## src/rtl/sample_packetiser.sv

```systemverilog
// sample_packetiser: buffers 16-bit filtered samples in a FIFO and frames them into byte packets
// (6-byte header, big-endian payload, optional checksum trailer enabled by SAMPLE_PKT_CHECKSUM_EN).
module sample_packetiser #(
    parameter int unsigned SAMPLES_PER_PKT = 8,
    parameter int unsigned FIFO_DEPTH      = 32,
    parameter logic [15:0] SYNC_WORD       = 16'hA55A
) (
    input  logic        clk,
    input  logic        rst,
    input  logic [15:0] sample_in,
    input  logic        sample_valid,
    output logic [7:0]  tx_data,
    output logic        tx_valid,
    input  logic        tx_ready,
    output logic        tx_sof,
    output logic        tx_eof,
    output logic [15:0] overflow_cnt,
    output logic [15:0] pkt_seq
);

    localparam int unsigned   AW       = $clog2(FIFO_DEPTH);
    localparam int unsigned   CW       = AW + 1;
    localparam logic [CW-1:0] DEPTH_C  = CW'(FIFO_DEPTH);
    localparam logic [CW-1:0] SPP_C    = CW'(SAMPLES_PER_PKT);
    localparam logic [7:0]    SPP_BYTE = 8'(SAMPLES_PER_PKT);
    localparam logic [7:0]    LAST_IDX = 8'(SAMPLES_PER_PKT - 1);

`ifdef SAMPLE_PKT_CHECKSUM_EN
    typedef enum logic [1:0] {IDLE, HDR, PAYLOAD, CSUM} state_t;
`else
    typedef enum logic [1:0] {IDLE, HDR, PAYLOAD} state_t;
`endif

    state_t        state;
    logic [2:0]    hdr_idx;
    logic [7:0]    samp_idx;
    logic          lsb_phase;
    logic          ovf_sticky;

    logic [15:0]   mem [FIFO_DEPTH];
    logic [AW-1:0] wr_ptr;
    logic [AW-1:0] rd_ptr;
    logic [CW-1:0] count;

    logic          can_write;
    logic          do_write;
    logic          drop;
    logic          xfer;
    logic          pop;
    logic          hdr_done;
    logic          last_samp;
    logic [15:0]   head;
    logic [15:0]   head_next;
    logic [7:0]    hdr_next;

    // Handshake: a byte moves on a rising edge with tx_valid && tx_ready; while stalled
    // (tx_valid && !tx_ready) tx_data/tx_sof/tx_eof are held, and tx_valid stays high
    // from the first header byte to the final byte of the packet.
    assign xfer      = tx_valid && tx_ready;
    assign can_write = (count != DEPTH_C);
    assign do_write  = sample_valid && can_write;
    assign drop      = sample_valid && !can_write;
    assign pop       = (state == PAYLOAD) && lsb_phase && xfer;
    assign hdr_done  = (state == HDR) && (hdr_idx == 3'd5) && xfer;
    assign last_samp = (samp_idx == LAST_IDX);
    assign head      = mem[rd_ptr];
    assign head_next = mem[rd_ptr + AW'(1)];

    always_ff @(posedge clk) begin
        if (do_write) begin
            mem[wr_ptr] <= sample_in;
        end
    end

    always_ff @(posedge clk or negedge rst) begin
        if (!rst) begin
            wr_ptr       <= '0;
            rd_ptr       <= '0;
            count        <= '0;
            overflow_cnt <= 16'h0000;
            ovf_sticky   <= 1'b0;
        end else begin
            if (do_write) wr_ptr <= wr_ptr + AW'(1);
            if (pop)      rd_ptr <= rd_ptr + AW'(1);
            if (do_write && !pop)      count <= count + CW'(1);
            else if (!do_write && pop) count <= count - CW'(1);
            if (drop && overflow_cnt != 16'hFFFF) overflow_cnt <= overflow_cnt + 16'd1;
            // A drop in the same cycle the flags byte is consumed keeps the flag armed.
            if (drop)          ovf_sticky <= 1'b1;
            else if (hdr_done) ovf_sticky <= 1'b0;
        end
    end

    // Header byte that follows the one currently presented at hdr_idx.
    always_comb begin
        hdr_next = 8'h00;
        case (hdr_idx)
            3'd0:    hdr_next = SYNC_WORD[7:0];
            3'd1:    hdr_next = pkt_seq[15:8];
            3'd2:    hdr_next = pkt_seq[7:0];
            3'd3:    hdr_next = SPP_BYTE;
            3'd4:    hdr_next = {7'd0, ovf_sticky | drop};
            default: hdr_next = 8'h00;
        endcase
    end

`ifdef SAMPLE_PKT_CHECKSUM_EN
    logic [15:0] csum;
    logic [16:0] csum_raw;
    logic [15:0] csum_next;

    // Ones-complement accumulate with end-around carry of the sample being popped.
    always_comb begin
        csum_raw  = {1'b0, csum} + {1'b0, head};
        csum_next = csum_raw[15:0] + {15'd0, csum_raw[16]};
    end
`endif

    always_ff @(posedge clk or negedge rst) begin
        if (!rst) begin
            state     <= IDLE;
            hdr_idx   <= 3'd0;
            samp_idx  <= 8'd0;
            lsb_phase <= 1'b0;
            tx_data   <= 8'h00;
            tx_valid  <= 1'b0;
            tx_sof    <= 1'b0;
            tx_eof    <= 1'b0;
            pkt_seq   <= 16'h0000;
`ifdef SAMPLE_PKT_CHECKSUM_EN
            csum      <= 16'h0000;
`endif
        end else begin
            case (state)
                IDLE: begin
                    if (count >= SPP_C) begin
                        state    <= HDR;
                        hdr_idx  <= 3'd0;
                        tx_data  <= SYNC_WORD[15:8];
                        tx_valid <= 1'b1;
                        tx_sof   <= 1'b1;
                        tx_eof   <= 1'b0;
`ifdef SAMPLE_PKT_CHECKSUM_EN
                        csum     <= 16'h0000;
`endif
                    end
                end
                HDR: begin
                    if (xfer) begin
                        tx_sof <= 1'b0;
                        if (hdr_idx == 3'd5) begin
                            state     <= PAYLOAD;
                            samp_idx  <= 8'd0;
                            lsb_phase <= 1'b0;
                            tx_data   <= head[15:8];
                        end else begin
                            hdr_idx <= hdr_idx + 3'd1;
                            tx_data <= hdr_next;
                        end
                    end
                end
                PAYLOAD: begin
                    if (xfer) begin
                        if (!lsb_phase) begin
                            lsb_phase <= 1'b1;
                            tx_data   <= head[7:0];
`ifdef SAMPLE_PKT_CHECKSUM_EN
                            tx_eof    <= 1'b0;
`else
                            tx_eof    <= last_samp;
`endif
                        end else if (last_samp) begin
`ifdef SAMPLE_PKT_CHECKSUM_EN
                            state   <= CSUM;
                            hdr_idx <= 3'd0;
                            csum    <= csum_next;
                            tx_data <= ~csum_next[15:8];
`else
                            state    <= IDLE;
                            tx_valid <= 1'b0;
                            tx_eof   <= 1'b0;
                            tx_data  <= 8'h00;
                            pkt_seq  <= pkt_seq + 16'd1;
`endif
                        end else begin
                            lsb_phase <= 1'b0;
                            samp_idx  <= samp_idx + 8'd1;
                            tx_data   <= head_next[15:8];
`ifdef SAMPLE_PKT_CHECKSUM_EN
                            csum      <= csum_next;
`endif
                        end
                    end
                end
`ifdef SAMPLE_PKT_CHECKSUM_EN
                CSUM: begin
                    if (xfer) begin
                        if (!hdr_idx[0]) begin
                            hdr_idx <= 3'd1;
                            tx_data <= ~csum[7:0];
                            tx_eof  <= 1'b1;
                        end else begin
                            state    <= IDLE;
                            tx_valid <= 1'b0;
                            tx_eof   <= 1'b0;
                            tx_data  <= 8'h00;
                            pkt_seq  <= pkt_seq + 16'd1;
                        end
                    end
                end
`endif
                default: state <= IDLE;
            endcase
        end
    end

endmodule

```

## config.mk

```make
export PLATFORM = sky130hd
export DESIGN_NAME = sample_packetiser
export DESIGN_NICKNAME = d
export VERILOG_FILES = /design/src/rtl/sample_packetiser.sv
export SDC_FILE = /design/constraint.sdc
export NUM_CORES = 1
export LEC_CHECK = 0
export ABC_AREA = 1
export CORE_MARGIN = 2
export CORE_UTILIZATION = 40
export DETAILED_ROUTE_END_ITERATION = 12
export PLACE_DENSITY_LB_ADDON = 0.08
export RECOVER_POWER = 100
export SLEW_MARGIN = 20
export SYNTH_ARGS = -nofsm -noshare
export SYNTH_HDL_FRONTEND = slang
export SYNTH_SLANG_ARGS = --single-unit
```

## constraint.sdc

```tcl
create_clock -name clk -period 4.2 [get_ports clk]
set_input_delay 0.84 -clock clk [delete_from_list [all_inputs] [get_ports clk]]
set_output_delay 0.84 -clock clk [all_outputs]
set_load 0.005 [all_outputs]
```

# Word-level counts from Yosys, hierarchy flattened
# Memories as Yosys holds them, arrays and structs flattened.
# Index checks and enable logic that the tools add are counted.
# op_classes
mul,0
n_div,0
n_addsub,8
eq_ne,19
bitwise,1
n_shift,0
n_reduce_logical,30
mux,48
magnitude_cmp,1
# ops
operator,n
8-bit 2-to-1 mux,11
8-bit one-hot mux with 5 select lines,1
"16-bit by 1-bit adder with 16-bit output, second input constant",2
8-bit one-hot mux with 3 select lines,1
4-bit AND reduction,5
1-bit 2-to-1 mux,17
"16-bit inequality test, second input constant",1
8-bit one-hot mux with 2 select lines,1
"2-bit inequality test, second input constant",7
2-bit 2-to-1 mux,6
6-bit 2-to-1 mux,2
6-bit AND reduction,2
"5-bit by 1-bit adder with 5-bit output, second input constant",2
1-bit logical AND,10
2-bit nonzero test,5
3-bit 2-to-1 mux,3
"8-bit by 1-bit adder with 8-bit output, second input constant",1
"8-bit by 3-bit equality test with 1-bit output, second input constant",1
1-bit one-hot mux with 2 select lines,4
"6-bit by 1-bit adder with 6-bit output, second input constant",1
"3-bit by 2-bit equality test with 1-bit output, second input constant",2
"3-bit equality test, second input constant",2
"6-bit by 4-bit greater-or-equal comparator with 1-bit output, second input constant",1
"6-bit inequality test, second input constant",1
other kinds (16),18
# totals
wordCells,122
input_bits,20
mem_bits_rw,512
out_inout_bits,43
rom_bits,0
reg_bits,74
latch_bits,0
mem_count,1
# mem_list
name,words,word_bits,read_ports,rd_ports_with_merged_regs,wr,line_no,rtl
mem,32,16,2,0,1,40,logic [15:0] mem [FIFO_DEPTH];

# Longest topological paths before layout
# logic_depth
ltp_word,8
ltp_mapped,16
mapped_depth_nobuf,16

# Worst setup path before layout
# OpenSTA, ideal clock, no wires.
# synth_timing
path_type,input to register
from,in tx_ready
to,reg count[5]
path_slack_ns,1.529
cell_stages,16
n_path_buf,0
arrival_time_ns,2.592
path_cell_list,nand2_1 -> inv_2 -> nand2_2 -> nor2_8 -> inv_2 -> ha_1 -> inv_1 -> ha_1 -> nand3_1 -> nand3_1 -> nand2_1 -> nand2_1 -> a21oi_1 -> o21ai_0 -> a21oi_1 -> xor2_1
# synth_via
elab_chain_len,5
elab_cells_between_ends,7
cone_classes,1 x mux; 6 x reduce/logical
# synth_lines
element,line_no,rtl
start: declaration,14,"input logic tx_ready,"
1-bit logical AND *,59,assign xfer = tx_valid && tx_ready;
1-bit logical AND *,63,assign pop = (state == PAYLOAD) && lsb_phase && xfer;
1-bit logical NOT,85,if (do_write && !pop) count <= count + CW'(1);
1-bit logical AND,85,
6-bit 2-to-1 mux or 2-bit nonzero test (tied branches),n/a,
end signal: assignment,85,
end signal: assignment,86,else if (!do_write && pop) count <= count - CW'(1);
end: declaration,43,logic [CW-1:0] count;
# Mark *: on every way between the ends. The rest lies on a longest branch, timed or not.
# A chain may end at the register's enable or synchronous reset.

# Worst setup path after layout
# layout_timing
from,reg rd_ptr[1]
to,reg tx_data[6]
# layout_via
elab_chain_len,6
elab_cells_between_ends,8
cone_classes,1 x add/sub; 6 x mux; 1 x memory
# layout_lines
element,line_no,rtl
start: declaration,42,logic [AW-1:0] rd_ptr;
start signal: assignment,84,if (pop) rd_ptr <= rd_ptr + AW'(1);
5-bit by 1-bit adder with 5-bit output,67,assign head_next = mem[rd_ptr + AW'(1)];
memory 32 x 16 bit *,n/a,
8-bit 2-to-1 mux,172,end else if (last_samp) begin
8-bit 2-to-1 mux,164,if (!lsb_phase) begin
8-bit 2-to-1 mux,163,if (xfer) begin
8-bit one-hot mux with 3 select lines *,134,case (state)
end signal: assignment,139,tx_data <= SYNC_WORD[15:8];
end signal: assignment,158,tx_data <= hdr_next;
end signal: assignment,166,tx_data <= head[7:0];
end: declaration,12,"output logic [7:0] tx_data,"
# Mark *: on every way between the ends. The rest lies on a longest branch, timed or not. The select of a mux whose other input is x is not followed.

==> results.ini <==
[status]
outcome = finished, violations left
violations = capacitance limit, slew limit

[final_layout]
stdcell_count = 3863
synthToLayoutAreaGrowth_pct = 12.87
num-fill-cells = 6498
drive_above_1_share_pct = 5.525
antenna_cells = 0
layout.nets = 2922

[power]
swShare_pct = 23.76
p_int_w = 0.01032
vdd_drop_max_mv = 0.2088
pwr-share-comb_pct = 6.8
p_seq_share_pct = 50.9
clkPwrFrac_pct = 42.3
p_leak_nw = 12.13
netSwitchingPower_w = 0.003218
powerDensity_mw_per_mm2 = 433.8

[clock_network]
cts_resized = 0
cts_tree = built
cts_hold_buf = 0
clock_sink_count = 586
cts_setup_buffers = 0
path_clk_slew_ns = 0.06
cts_root_buffer = clkbuf_16
h-tree-depth = 3
cts_buffers = 67
insertion_delay_ns = 0.61
cts_buffer_depth = 3

[synth]
synth.cell_area_mm2 = 0.02766
synth_compound_area_share_pct = 4.189
synthArstFlopShare_pct = 12.63
ys_types = 45
yosys_register_bits = 586
ys.flop_type = edfxtp_1
synthAdderAreaFrac_pct = 1.022
ys.warnings.count = 0
synthTopCellsByArea = edfxtp_1 (56%), nand2_1 (12%), nand3_1 (11%), dfrtp_1 (6.7%), inv_1 (2.5%)
synth-simple-area-share_pct = 25.29
synth_top_family_by_area = simple AND/OR/NAND/NOR gates
synth_edf_count = 512
synth.most_common_cell = nand2_1
synth_cells = 2836
synth.area.mux_share_pct = 0.04071
synth_commonest_cells = nand2_1 (850), nand3_1 (596), edfxtp_1 (512), inv_1 (181), nor2_1 (128)
syn_area_per_cell_um2 = 9.753
yosysSeqAreaShare_pct = 62.28
syn_nets = 2878
yosys.area.top_type = edfxtp_1
yosys.area_share.xor_xnor_pct = 1.448
synth_top_cell_area_share_pct = 55.59

[flow_run]
drv_cap = 23

[sta]
rsz0062_at_grt = no
fmax_ghz = 0.2751
setup_viol = 0
finalCriticalPeriod_ns = 3.635
fin_skew_ns = 0.02422
tns_ns = 0
worst_slew_pin_slew_ns = 2.476
hold_violations = 0
slew_headroom_pct = -65.09
finalMaxSlewViolations = 639
fin_crit_sh_pct = 86.56

[worst_setup_path]
crit_type = register to register
reg2regPathDepth = 10
worstPathArrival_ns = 4.11
crit_top_cell = nand3_1
critPathMaxStageDelay_ns = 1.14
cp.required_ns = 4.67
ff2ff_setup_slack_ns = 0.56
cp_max_fo = 21
slowest_stage = dfrtp_1
cp-start-kind = register
r2r_start = rd_ptr[1]$_DFFE_PN0P_
r2r-end = tx_data[6]$_DFFE_PN0P_
endpoint_kind = register
crit_chain = ha_1 -> nand3_1 -> xor2_2 -> clkbuf_2 -> inv_1 -> nand3_1 -> nand3_1 -> nand2_1 -> o21ai_0 -> nand2_1

[floorplan]
start_util_pct = 40.33
ioPinCount = 63
die_area_mm2 = 0.07127
die_w_um = 267.0
fp.dieH_um = 267.0
core_mm2 = 0.06859
row_count = 96

[place]
gp_congestion = 0.8819
port_buffers = 62
dp_cells = 3742
dpl.hpwl_um = 49010

[worst_hold_path]
min_from = count[5]$_DFFE_PN0P_
whs_endpoint = count[5]$_DFFE_PN0P_
hp-class = register to register
min_path_cells = 1

[grt]
antenna_found_initial = 1
overflow = 0
grt_pass1_wl_um = 122000
grt_usage_pct = 22.96
grt_pass1_vias = 19680
grt_max_degree = 235

[routing]
vias_per_cell = 5.315
drt_iter0_drc = 1797
routed_wl_um = 81190
wl_met2_um = 37970
wire_per_inst_um = 21.02
vias = 20530
top_layer = met5
wl_met3_um = 5292
drc_errors = 0
drt_first_pass_iters = 5
routedLengthMet1_um = 34750
ant_nets = 0

## cells by family after synthesis
group,count (synthesis)
flip-flops,586
buffers and inverters,357
AND/OR/NAND/NOR,1620
multiplexers,1
XOR/XNOR,41
adder cells (fa/ha/maj),22
AO/OA/AOI/OAI,209
## layout make-up
type | instances | area, µm² | area share (%)
Clock buffer | 83 | 1800 | 5.767
Clock inverter | 38 | 334.1 | 1.070
Inverter | 194 | 739.5 | 2.369
Multi-Input combinational cell | 1893 | 8833 | 28.29
Sequential cell | 586 | 17230 | 55.20
Tap cell | 931 | 1165 | 3.731
Timing Repair Buffer | 138 | 1114 | 3.567
## worst max path at each step
stage               slack, ns                endpoint  cells past startpoint                   from
floorplan                1.53    count[5]$_DFFE_PN0P_                     16               tx_ready
global placement         0.62    count[5]$_DFFE_PN0P_                     14           sample_valid
detailed placement       0.62    count[5]$_DFFE_PN0P_                     14           sample_valid
CTS                      1.07    count[5]$_DFFE_PN0P_                     15   count[3]$_DFFE_PN0P_
global route             0.40  tx_data[2]$_DFFE_PN0P_                     10  rd_ptr[1]$_DFFE_PN0P_
finish                   0.56  tx_data[6]$_DFFE_PN0P_                     10  rd_ptr[1]$_DFFE_PN0P_
## power groups by stage
stage | Sequential [W] | Clock [W] | Combinational [W]
after CTS | 0.00687 | 0.00587 | 0.000996
after floorplan | 0.00696 | 0 | 0.000507
after global placement | 0.00698 | 0 | 0.000965
after global routing | 0.00692 | 0.00609 | 0.00103
final | 0.00689 | 0.00573 | 0.000926
after detailed placement | 0.00699 | 0 | 0.000992
## worst max-delay path, delay by kind of cell (launching register included)
kind	cells	cell delay, ns
AO/OA/AOI/OAI	1	0.19
AND/OR/NAND/NOR	5	0.69
XOR/XNOR	1	0.19
adder cells (fa/ha/maj)	1	0.56
buffers and inverters	2	0.73
flip-flops	1	1.14
## cell usage in the layout (no fill, tap or decap), types with 18 or more instances in the layout
cell type	Yosys	routed
nand2_1	850	854
nand3_1	596	597
edfxtp_1	512	512
inv_1	181	183
nor2_1	128	120
o21ai_0	102	104
dfrtp_1	74	72
clkbuf_16	0	70
clkbuf_1	27	63
a21oi_1	56	56
dlygate4sd3_1	0	56
o211ai_1	40	40
xor2_1	27	27
ha_1	21	21
clkinv_1	3	20
nor2_2	7	18
buf_4	11	18
## stage by stage
stage | util, % | instance area [µm²] | hold slack [ns] | total power, W | worst slack [ns]
after floorplan | - | 27660 | 0.4416 | 0.007463 | 1.529
after global placement | 42.89 | 29420 | 0.4692 | 0.007944 | 0.6245
after detailed placement | 42.89 | 29420 | 0.4648 | 0.007982 | 0.6205
after CTS | 46.01 | 31550 | 0.2412 | 0.01374 | 1.073
after global routing | 45.52 | 31220 | 0.5105 | 0.01403 | 0.3983
final | 45.52 | 31220 | 0.4707 | 0.01354 | 0.5646
## sequential cells by signal, summed over array words and instances (netlist names), 2 cells and up
register      cells
tx_data           8
pkt_seq          16
samp_idx          8
state             2
wr_ptr            5
count             6
overflow_cnt     16
mem             512
hdr_idx           3
rd_ptr            5
## metal layers
layer	up-vias	GRT usage [%]
met2	689	37.60
met5	-	0
li1	9768	-
met4	2	9.490
met3	173	4.133
met1	9898	30.07
(Power assumes the default switching activity.)
